[src/rtl/pll_reset_sequencer.sv]
// pll_reset_sequencer: lock-qualified reset release and tick generator behind the PLL; PLL_RESET_LOSS_COUNT_EN adds lock_loss_count.
module pll_reset_sequencer #(
  parameter int SYNC_STAGES = 2,
  parameter int LOCK_FILTER = 16,
  parameter int HOLD_CYCLES = 1024,
  parameter int TICK_DIV = 18
`ifdef PLL_RESET_LOSS_COUNT_EN
  , parameter int LOSS_CNT_W = 8
`endif
) (
  input  logic       clock,
  input  logic       reset,
  input  logic       locked,
  output logic       sys_reset,
  output logic       ready,
  output logic       tick,
  output logic [1:0] state
`ifdef PLL_RESET_LOSS_COUNT_EN
  , output logic [LOSS_CNT_W-1:0] lock_loss_count
`endif
);
  localparam logic [1:0] WAIT_LOCK = 2'd0;
  localparam logic [1:0] STABILIZE = 2'd1;
  localparam logic [1:0] RUN       = 2'd2;
  localparam logic [1:0] LOST      = 2'd3;
  localparam int FW = $clog2(LOCK_FILTER) + 1;
  localparam int HW = $clog2(HOLD_CYCLES) + 1;
  localparam int TW = $clog2(TICK_DIV) + 1;
  logic [SYNC_STAGES-1:0] sync;
  logic [FW-1:0] fcnt;
  logic [HW-1:0] hcnt;
  logic [TW-1:0] tcnt;
  logic [1:0] nxt;
  logic lock_s, f_done, h_done, t_wrap;
  assign lock_s = sync[SYNC_STAGES-1];
  assign f_done = fcnt == FW'(LOCK_FILTER - 1);
  assign h_done = hcnt == HW'(HOLD_CYCLES - 1);
  assign t_wrap = tcnt == TW'(TICK_DIV - 1);
  always_comb begin
    nxt = state == WAIT_LOCK ? (lock_s && f_done ? STABILIZE : WAIT_LOCK)
        : state == STABILIZE ? (!lock_s ? WAIT_LOCK : h_done ? RUN : STABILIZE)
        : state == RUN       ? (lock_s ? RUN : LOST)
        : WAIT_LOCK;
  end
  // Outputs are decoded from nxt so they move on the same edge as state.
  always_ff @(posedge clock) begin
    if (reset) begin
      sync      <= '0;
      fcnt      <= '0;
      hcnt      <= '0;
      tcnt      <= '0;
      state     <= WAIT_LOCK;
      sys_reset <= 1'b1;
      ready     <= 1'b0;
      tick      <= 1'b0;
    end else begin
      sync      <= {sync[SYNC_STAGES-2:0], locked};
      fcnt      <= (state == WAIT_LOCK && nxt == WAIT_LOCK && lock_s) ? fcnt + 1'b1 : '0;
      hcnt      <= (state == STABILIZE && nxt == STABILIZE) ? hcnt + 1'b1 : '0;
      tcnt      <= (state == RUN && nxt == RUN && !t_wrap) ? tcnt + 1'b1 : '0;
      state     <= nxt;
      sys_reset <= nxt != RUN;
      ready     <= nxt == RUN;
      tick      <= state == RUN && nxt == RUN && t_wrap;
    end
  end
`ifdef PLL_RESET_LOSS_COUNT_EN
  always_ff @(posedge clock) begin
    if (reset) lock_loss_count <= '0;
    else if (state == RUN && nxt == LOST && !(&lock_loss_count)) lock_loss_count <= lock_loss_count + 1'b1;
  end
`endif
endmodule

[config.mk]
export PLATFORM = sky130hd
export DESIGN_NAME = pll_reset_sequencer
export DESIGN_NICKNAME = d
export VERILOG_FILES = /design/src/rtl/pll_reset_sequencer.sv
export SDC_FILE = /design/constraint.sdc
export NUM_CORES = 1
export LEC_CHECK = 0
export BUFFER_PORTS_ARGS = -buffer_cell sky130_fd_sc_hd__buf_2
export CAP_MARGIN = 20
export CORE_ASPECT_RATIO = 1.5
export CORE_UTILIZATION = 35
export DETAILED_ROUTE_END_ITERATION = 10
export HOLD_SLACK_MARGIN = 0.05
export MAX_ROUTING_LAYER = met4
export PLACE_DENSITY_LB_ADDON = 0.2
export REMOVE_ABC_BUFFERS = 1
export SYNTH_ARGS = -nofsm -noshare
export SYNTH_HDL_FRONTEND = slang
export SYNTH_SLANG_ARGS = --single-unit
[constraint.sdc]
create_clock -name clock -period 1.79 [get_ports clock]
set_clock_uncertainty 0.15 [all_clocks]
set_input_delay 0.358 -clock clock [delete_from_list [all_inputs] [get_ports clock]]
set_output_delay 0.358 -clock clock [all_outputs]
set_load 0.05 [all_outputs]
* Yosys cells after proc, flatten, opt, wreduce, memory -nomap -nowiden
Index checks and enable logic that the tools add are counted.
W data, S select, Z words.
** Operators by class
- Reductions and logical operators :: 13
- Multiplexer cells :: 7
- Multipliers :: 0
- Div/mod/pow operators :: 0
- Magnitude comparators :: 0
- $add $sub $neg :: 3
- Eq/ne operators :: 8
- Shifts and indexed selects :: 0
- Bitwise logic cells :: 3
** Operator list (count)
- $add A11 B1 Y11 const B :: 1
- $eq A11 B10 Y1 const B :: 1
- $mux W2 :: 5
- $logic_and A1 B1 Y1 :: 7
- $add A6 B1 Y6 const B :: 1
- $eq A6 B5 Y1 const B :: 1
- $reduce_or A2 Y1 :: 3
- $add A5 B1 Y5 const B :: 1
- $eq A5 B4 Y1 const B :: 1
- $eq A2 B1 Y1 const B :: 2
- $eq A2 B2 Y1 const B :: 2
- $logic_not A2 Y1 :: 2
- $not A1 Y1 :: 3
- $mux W1 :: 2
- $ne A2 B2 Y1 const B :: 1
- $logic_not A1 Y1 :: 1
** Storage, ports and cells
- Memory bits (writable) :: 0
- Latch bits :: 0
- Bits in read-only memories :: 0
- Memories :: 0
- Register bits :: 29
- Logic and storage cells :: 42
- Output and inout bits :: 5
- Input port bits :: 3

* Logic depth before layout (Yosys ltp)
Gate-level depths: netlist of run 1.
- Depth in word-level cells :: 10
- Mapped depth :: 6
- Gate-level depth less buffers :: 6

* Least setup slack after synthesis of run 1
Ideal clock, no wire load.
- Kind :: register -> register
- From :: reg fcnt[0]
- To :: reg state[0]
- Setup slack :: 0.011 ns
- Required time :: 1.548 ns
- Arrival time :: 1.536 ns
- Setup time :: 0.092 ns
- Cell stages (with the launch flop) :: 7
- Buffers on the path :: 0
- Period minus slack after synthesis :: 1.779 ns
- Path through :: dfxtp_1 -> ha_1 -> and3_1 -> ha_1 -> nor2_1 -> or4b_2 -> o32ai_1
** On the way
- Word-level cells in the longest chain between the ends :: 4
** Ends and longest elaborated chain
- start, declared :: line 30 : logic [FW-1:0] fcnt;
- start signal, assigned :: line 58 : fcnt <= (state == WAIT_LOCK && nxt == WAIT_LOCK && lock_s) ? fcnt + 1'b1 : '0;
- $eq A5 B4 Y1 :: line 36 : assign f_done = fcnt == FW'(LOCK_FILTER - 1);
- $logic_and A1 B1 Y1 :: line 40 : nxt = state == WAIT_LOCK ? (lock_s && f_done ? STABILIZE : WAIT_LOCK)
- $mux W1 :: line 40
- $mux W2 :: line 40
- end signal, assigned :: line 61 : state <= nxt;
- end, declared :: line 17 : output logic [1:0] state
No other way between the ends.
A chain may end at the register's enable or synchronous reset.

* Worst setup path after layout of run 1
- From :: reg fcnt[1]
- To :: reg state[0]
Same word-level chain as after synthesis.

==> results_dict.tcl, run 1 <==
set metrics [dict create \
    fin_area_um2 1410 \
    ctsHoldBuffers 0 \
    cts.path.max_buffers 2 \
    placedCellCount 168 \
    antenna_found_initial 0 \
    fin_crit_sh 0.929 \
    synth_cell_types 34 \
    first_global_vias 850 \
    synth_edf_count 0 \
    grt_overflow 0 \
    clock_sinks 29 \
    fmax_mhz 601 \
    cp_slowest_cell "or4b_4" \
    ys_ff_latch 29 \
    rows 25 \
    hold_viol 0 \
    required_ns 1.83 \
    postCtsSetupBuffers 0 \
    core_area_um2 3160 \
    crit_path_end_kind "flop" \
    cts_max_level 2 \
    cts_made_buffers 5 \
    critical_path_arrival_ns 1.70 \
    cp_max_fo 2 \
    synth.top_cells.by_count "29 x dfxtp_1, 11 x nor2_1, 6 x nand3_1, 6 x o21ai_0" \
    fp.dieH_um 72.8 \
    post-synth-top-count-cell "dfxtp_1" \
    ys.flop_type "dfxtp_1" \
    period_needed_ns 1.66 \
    antenna_left 0 \
    die_w_um 49.2 \
    maxCapViolCount 0 \
    crit_chain "ha_2 -> and3_1 -> ha_1 -> nor2_1 -> or4b_4 -> o32ai_2" \
    drive_gt1_frac 0.230 \
    die_area_um2 3580 \
    synth_top_area_share 0.496 \
    final_cells 175 \
    worst_slew_pin_slew_ns 0.571 \
    path_class "flop to flop" \
    grt_start_max_net_pins 14 \
    clkTransAtPathRegs_ns 0.06 \
    drcViolationCount 0 \
    via_per_inst 5.19 \
    grt_pass1_wl_mm 3.62 \
    pre_cts_slack_ns -0.00505 \
    fin_nets 143 \
    nFillCells 302 \
    critPathLaunchType "flop" \
    max_stage_delay_ns 0.49 \
    grt_usage 0.140 \
    firstDrtPassIters 4 \
    p_leak_nw 0.480 \
    synth.area.top_cells "dfxtp_1 50%, ha_1 5.3%, nor2_1 3.5%" \
    dr_total_vias 908 \
    synth_top_area_cell "dfxtp_1" \
    rsz0062_at_grt "no" \
    drtIter0Drc 21 \
    worst_slack_ns 0.127 \
    start_util 0.370 \
    maxSlewHeadroom 0.615 \
    dpl-instance-area_um2 1290 \
    pin_count 8 \
    seq_area_frac_synth 0.496 \
    status "complete, no violations" \
    p_per_area_nw_per_um2 844 \
    routed_wl_mm 2.06 \
    whs_ns 0.155 \
    place_congestion 0.747 \
    finalSetupViolations 0 \
    finish.utilization 0.445 \
    slew_violations 0 \
    clkLatencyLatePin_ns 0.27 \
    async_flop_share 0 \
    area_delta_synth_final_pct 20.1 \
    dp_hpwl_mm 1.40 \
    syn-mean-instance-area_um2 10.1 \
    n_antenna_cell 0 \
    post_drt_wl_per_cell_um 11.8 \
    synth_warnings 0 \
    synth_area_um2 1170 \
    vdd_drop_max_v 0.000493 \
    synth_cells 116 \
    cts_tree "yes" \
    clock-root-buffer "clkbuf_8" \
    hp-class "input port to flop" \
    io_buffers 7 \
]
[cell type report]
type | instances | area, um2 | share of cell area
Multi-Input combinational cell | 82 | 591 | 0.420
Timing Repair Buffer | 13 | 80.1 | 0.0570
Clock buffer | 7 | 86.3 | 0.0614
Sequential cell | 29 | 583 | 0.415
Tap cell | 40 | 50.0 | 0.0356
Inverter | 4 | 15.0 | 0.0107
[per-stage QoR]
step                power, mW  TNS [ns]
finish                   1.19         0
global route             1.24         0
CTS                      1.21         0
detailed placement      0.674  -0.00505
global placement        0.674         0
floorplan               0.667         0
[repair_timing]
| action | 4_1_cts | 5_1_grt |
|---|---|---|
| endpoints found under the setup margin | 1 | 6 |
| pin swaps | 0 | 0 |
| resized for setup | 5 | 1 |
[worst max-delay path, delay by kind of cell (launching register included)]
kind / cells / cell delay, ns
flip-flops: 1 / 0.34
AO/OA/AOI/OAI: 1 / 0.09
AND/OR/NAND/NOR: 3 / 0.69
adder cells (fa/ha/maj): 2 / 0.31
[routing by layer]
layer,GRT usage,part of all wire,routed length (um)
met1,0.150,0.47,973
met2,0.219,0.47,967
met3,0.0563,0.034,71
met4,0.0784,0.022,46
met5,-,0,0
[worst paths after layout]
| kind | from | endpoint | slack, ns | cells after the start |
|---|---|---|---|---|
| hold / removal | locked | sync[0]$_SDFF_PP0_ | 0.16 | 2 |
| setup / recovery | fcnt[1]$_SDFF_PP0_ | state[0]$_SDFF_PP0_ | 0.13 | 6 |
| hold reg to reg | sync[0]$_SDFF_PP0_ | sync[1]$_SDFF_PP0_ | 0.31 | 1 |
| setup reg to reg | fcnt[1]$_SDFF_PP0_ | state[0]$_SDFF_PP0_ | 0.13 | 6 |
[cells by family (layout without fill, tap and decap cells)]
kind of cell / count (synthesis) / after routing / share of synthesized area
simple gates: 52 / 52 / 0.277
flops: 29 / 29 / 0.496
compound gates: 17 / 17 / 0.0963
xor+xnor: 8 / 8 / 0.0599
fa+ha+maj: 5 / 5 / 0.0535
buf+inv: 5 / 24 / 0.0171
[flip-flops by register name, summed over array words and instances (netlist names)]
register,cells
hcnt,11
tcnt,6
fcnt,5
state,2
sync,2
ready,1
sys_reset,1
tick,1
[where the power goes]
part | internal (mW) | switching, mW
Combinational | 0.00560 | 0.00512
Clock | 0.304 | 0.221
Sequential | 0.649 | 0.00178
[placed cells by master, fill, tap and decap left out, drive strengths merged, types with 2 or more instances in the layout]
master	synthesis	routed
nand2b	2	2
nand3	6	6
nor4	2	2
nand2	5	5
buf	1	13
or4	3	3
xor2	4	4
xnor2	4	4
a21oi	2	2
nand4	3	3
nor2	11	11
a211oi	4	4
or3	5	5
dfxtp	29	29
ha	5	5
and3	2	2
nor3b	3	3
inv	4	4
clkbuf	0	7
nor2b	2	2
o21ai	6	6
nor3	5	5
No activity file was read; power rests on OpenSTA's default activity.
==> run 2, diff against run 1 <==
RECOVER_POWER = 50   (was not set)
==> run 2 against run 1 <==
Net effect:
- flip-flop and latch count did not move
- first-iteration DRC count fell by 19%
- clock-buffer cell count is the same
- worst hold slack unchanged
- die area did not move
- final area is 0.62% lower
- critical path type unchanged
- setup slack lost 0.00097 ns
- clock power about the same
- largest cell class unchanged
- highest routed layer unchanged
- routed wire length is 0.97% lower
- maximum frequency barely moved
==> results_dict.tcl, run 2 (same netlist as run 1, synthesis figures left out) <==
set metrics [dict create \
    status "complete, no violations" \
    maxCapViolCount 0 \
    min-delay-start "locked" \
    io_buffers 7 \
    placedCellCount 168 \
    p_per_area_nw_per_um2 848 \
    fin_crit_sh 0.930 \
    hold_viol 0 \
    place_congestion 0.747 \
    slew_violations 0 \
    drtIter0Drc 17 \
    r2r_start "fcnt[0]$_SDFF_PP0_" \
    cts_tree "yes" \
    postCtsSetupBuffers 0 \
    dp_hpwl_mm 1.40 \
    top_register "hcnt" \
    area_delta_synth_final_pct 19.4 \
    largest_registers "hcnt x11, tcnt x6, fcnt x5" \
    critPathLaunchType "flop" \
    worst_slew_pin_slew_ns 0.594 \
    pin_count 8 \
    r2r_cells 6 \
    required_ns 1.83 \
    start_util 0.370 \
    cts.path.max_buffers 2 \
    critical_path_arrival_ns 1.70 \
    multi_input_area_um2 588 \
    drcViolationCount 0 \
    rsz0062_at_grt "no" \
    die_w_um 49.2 \
    routed_wl_mm 2.04 \
    layout_common_cells "28 x dfxtp_1, 11 x nor2_1, 6 x nand3_1, 6 x o21ai_0, 6 x clkbuf_8" \
    n_antenna_cell 0 \
    seq_area_um2 582 \
    grt_overflow 0 \
    grt_usage 0.140 \
    min_path_cells 2 \
    hp-class "input port to flop" \
    clock_power_share 0.442 \
    clock_sinks 29 \
    combinationalPowerShare 0.009 \
    dr_total_vias 900 \
    path_class "flop to flop" \
    core_area_um2 3160 \
    antenna_left 0 \
    p_leak_nw 0.468 \
    cp_max_fo 2 \
    rows 25 \
    firstDrtPassIters 4 \
    clkTransAtPathRegs_ns 0.06 \
    fp.dieH_um 72.8 \
    final_cells 175 \
    switching_power_mw 0.226 \
    maxSlewHeadroom 0.606 \
    fmax_mhz 601 \
    switching_share 0.191 \
    final_common_cell "dfxtp_1" \
    regToRegEndpoint "state[0]$_SDFF_PP0_" \
    vdd_drop_max_v 0.000491 \
    r2r_slack_ns 0.13 \
    grt_pass1_wl_mm 3.62 \
    first_global_vias 850 \
    nFillCells 307 \
    fin_tns_setup_ns 0 \
    largest_reg_flops 11 \
    finalSetupViolations 0 \
    grt_start_max_net_pins 14 \
    post_drt_wl_per_cell_um 11.7 \
    cts_max_level 2 \
    via_per_inst 5.14 \
    cts_made_buffers 5 \
    p_int_mw 0.958 \
    antenna_found_initial 0 \
    die_area_um2 3580 \
    fin_nets 143 \
    ctsHoldBuffers 0 \
    sequentialPowerShare 0.549 \
    period_needed_ns 1.66 \
    drive_gt1_frac 0.185 \
    whs_endpoint "sync[0]$_SDFF_PP0_" \
    crit_path_end_kind "flop" \
    clkLatencyLatePin_ns 0.27 \
    clock-root-buffer "clkbuf_8" \
]
-- run 2: cell type report --
type,instances,area share
repair buffers,13,0.0538
multi-input cells,82,0.421
well taps,40,0.0358
flip-flops and latches,29,0.417
clock buffers,7,0.0618
inverters,4,0.0108
-- run 2: how the worst max path moves through the flow --
stage | start | endpoint | slack, ns | cells past startpoint
after floorplan | fcnt[0]$_SDFF_PP0_ | state[0]$_SDFF_PP0_ | 0.01 | 6
after global placement | fcnt[0]$_SDFF_PP0_ | state[0]$_SDFF_PP0_ | 0.04 | 6
after detailed placement | fcnt[1]$_SDFF_PP0_ | state[0]$_SDFF_PP0_ | -0.005 | 6
after CTS | tcnt[0]$_SDFF_PP0_ | tcnt[4]$_SDFF_PP0_ | 0.009 | 4
after global routing | hcnt[0]$_SDFF_PP0_ | hcnt[3]$_SDFF_PP0_ | 0.01 | 6
final | fcnt[0]$_SDFF_PP0_ | state[0]$_SDFF_PP0_ | 0.13 | 6
-- run 2: power by group through the flow --
stage	Sequential (mW)	Combinational [mW]	Clock (mW)
after global placement	0.664	0.00999	0
final	0.650	0.0104	0.523
after global routing	0.650	0.0118	0.574
after detailed placement	0.664	0.0105	0
after CTS	0.650	0.0108	0.544
after floorplan	0.664	0.00387	0
-- run 2: metrics by stage --
stage                      util  cell area [um2]  worst slack [ns]  power (mW)  hold slack, ns
after floorplan               -             1160            0.0113       0.667           0.264
after global placement    0.410             1290            0.0386       0.674           0.281
after detailed placement  0.410             1290          -0.00505       0.674           0.297
after CTS                 0.442             1400           0.00857        1.21           0.154
after global routing      0.442             1400            0.0104        1.24           0.170
final                     0.442             1400             0.126        1.18           0.155
-- run 2: what timing repair did --
item | in CTS | in global routing
resized for setup | 5 | 1
endpoints found under the setup margin | 1 | 6
hold endpoints to repair | 0 | 0
-- run 2: routing by layer --
| layer | GRT usage | wire, um | share of wire |
|---|---|---|---|
| met5 | - | 0 | 0 |
| met4 | 0.0784 | 46 | 0.023 |
| met3 | 0.0563 | 66 | 0.032 |
| met2 | 0.219 | 965 | 0.47 |
| met1 | 0.150 | 961 | 0.47 |
-- run 2: worst max-delay path, stage by stage (launching register included) --
cell and delay, ns:
dfxtp_1 0.33, ha_1 0.17, and3_1 0.16, ha_1 0.14, nor2_1 0.05, or4b_4 0.49, o32ai_2 0.09
==> run 3, diff against run 2 <==
PLACE_DENSITY_LB_ADDON = not set   (was 0.2)
==> run 3 against run 2 <==
Net effect:
- worst hold slack worse by 0.013 ns
- highest routed layer unchanged
- power up 0.48%
- largest cell class unchanged
- global-route usage up 2.1 points
- critical endpoint unchanged
==> results_dict.tcl, run 3 (same netlist as run 1, synthesis figures left out) <==
set metrics [dict create \
    status "complete, no violations" \
    cts_max_level 2 \
    layout_common_cells "28 x dfxtp_1, 11 x nor2_1, 6 x nand3_1, 6 x o21ai_0, 6 x clkbuf_8" \
    grt_start_max_net_pins 14 \
    multi_input_area_um2 591 \
    dp_hpwl_mm 1.63 \
    routed_wl_mm 2.25 \
    io_buffers 7 \
    ctsHoldBuffers 0 \
    required_ns 1.83 \
    critical_path.top_delay_family "simple AND/OR/NAND/NOR gates" \
    core_area_um2 3160 \
    fin_crit_sh 0.957 \
    vdd_drop_max_v 0.000585 \
    cp_slowest_cell "or4b_4" \
    critPathLaunchType "flop" \
    grt_overflow 0 \
    clock_sinks 29 \
    pin_count 8 \
    combinationalPowerShare 0.009 \
    largest_reg_flops 11 \
    drive_gt1_frac 0.193 \
    critical_path_arrival_ns 1.75 \
    switching_share 0.195 \
    clkTransAtPathRegs_ns 0.06 \
    antenna_found_initial 0 \
    cts_made_buffers 5 \
    antenna_left 0 \
    worst_slew_pin_slew_ns 0.602 \
    dpl-instance-area_um2 1290 \
    min-delay-start "locked" \
    cts_tree "yes" \
    clkLatencyLatePin_ns 0.28 \
    firstDrtPassIters 4 \
    maxSlewHeadroom 0.594 \
    final_common_cell "dfxtp_1" \
    r2r_cells 6 \
    hp-class "input port to flop" \
    nFillCells 324 \
    period_needed_ns 1.71 \
    switching_power_mw 0.232 \
    hold_viol 0 \
    critPathBufInv 0 \
    min_path_cells 2 \
    p_int_mw 0.958 \
    sequentialPowerShare 0.547 \
    place_congestion 0.749 \
    via_per_inst 5.19 \
    r2r_start "fcnt[0]$_SDFF_PP0_" \
    grt_pass1_wl_mm 4.17 \
    clock_power_share 0.444 \
    crit_path_end_kind "flop" \
    top_register "hcnt" \
    clock-root-buffer "clkbuf_8" \
    p_leak_nw 0.465 \
    maxCapViolCount 0 \
    drcViolationCount 0 \
    r2r_slack_ns 0.08 \
    n_antenna_cell 0 \
    whs_endpoint "sync[0]$_SDFF_PP0_" \
    largest_registers "hcnt x11, tcnt x6, fcnt x5" \
    grt_usage 0.162 \
    start_util 0.370 \
    post_drt_wl_per_cell_um 12.9 \
    area_delta_synth_final_pct 19.6 \
    cp_max_fo 2 \
    finalSetupViolations 0 \
    die_w_um 49.2 \
    fmax_mhz 584 \
    rows 25 \
    fp.dieH_um 72.8 \
    cts.path.max_buffers 2 \
    die_area_um2 3580 \
    finish.utilization 0.443 \
    fin_nets 143 \
    seq_area_um2 582 \
    first_global_vias 923 \
    dr_total_vias 909 \
    max_stage_delay_ns 0.49 \
    regToRegEndpoint "state[0]$_SDFF_PP0_" \
    p_per_area_nw_per_um2 850 \
    fin_area_um2 1400 \
    drtIter0Drc 20 \
    slew_violations 0 \
    crit_chain "ha_2 -> and3_1 -> ha_1 -> nor2_1 -> or4b_4 -> o32ai_2" \
    p_total_mw 1.19 \
    path_class "flop to flop" \
]
run 3: cell type report:
class	count	share of cell area
tap	40	0.0358
timing repair buffer	13	0.0537
multi-input combinational	82	0.422
sequential	29	0.416
inverter	4	0.0107
clock buffer	7	0.0617
run 3: per-stage QoR:
| stage | setup TNS [ns] | cells | hold slack (ns) | setup slack [ns] |
|---|---|---|---|---|
| after floorplan | 0 | 115 | 0.264 | 0.0113 |
| final | 0 | 175 | 0.142 | 0.0765 |
| after detailed placement | -0.197 | 167 | 0.278 | -0.0627 |
| after global routing | -0.00379 | 175 | 0.181 | -0.00379 |
| after global placement | 0 | 167 | 0.271 | 0.0380 |
| after CTS | 0 | 174 | 0.144 | 0.0823 |
run 3: worst max-delay path by stage:
stage                             startpoint             endpoint  cells after the start
final                     fcnt[0]$_SDFF_PP0_  state[0]$_SDFF_PP0_                      6
after global routing      hcnt[0]$_SDFF_PP0_  state[1]$_SDFF_PP0_                      4
after CTS                 hcnt[0]$_SDFF_PP0_  state[1]$_SDFF_PP0_                      4
after detailed placement  tcnt[0]$_SDFF_PP0_   tcnt[4]$_SDFF_PP0_                      4
after global placement    fcnt[0]$_SDFF_PP0_  state[0]$_SDFF_PP0_                      6
after floorplan           fcnt[0]$_SDFF_PP0_  state[0]$_SDFF_PP0_                      6
run 3: power groups by stage:
stage	combinational, mW	sequential (mW)	clock, mW
global placement	0.0100	0.664	0
global route	0.0120	0.650	0.577
finish	0.0104	0.650	0.528
detailed placement	0.0107	0.664	0
CTS	0.0111	0.650	0.547
floorplan	0.00387	0.664	0
run 3: worst register-to-register path: cells and delay by family (launching register included):
kind | cells | cell delay, ns
AO/OA/AOI/OAI | 1 | 0.11
adder cells (fa/ha/maj) | 2 | 0.33
flip-flops | 1 | 0.35
AND/OR/NAND/NOR | 3 | 0.70
run 3: metal layers:
layer	vias to the layer above	share of wire	GRT usage
met3	6	0.047	0.0688
met2	10	0.54	0.274
met4	0	0.024	0.0784
met1	432	0.39	0.157
li1	461	-	-
met5	-	0	-
run 3: repair_timing:
| item | in CTS | in global routing |
|---|---|---|
| endpoints found under the setup margin | 7 | 1 |
| setup buffers | 0 | 1 |
| resized for setup | 6 | 0 |
| pin swaps | 0 | 1 |
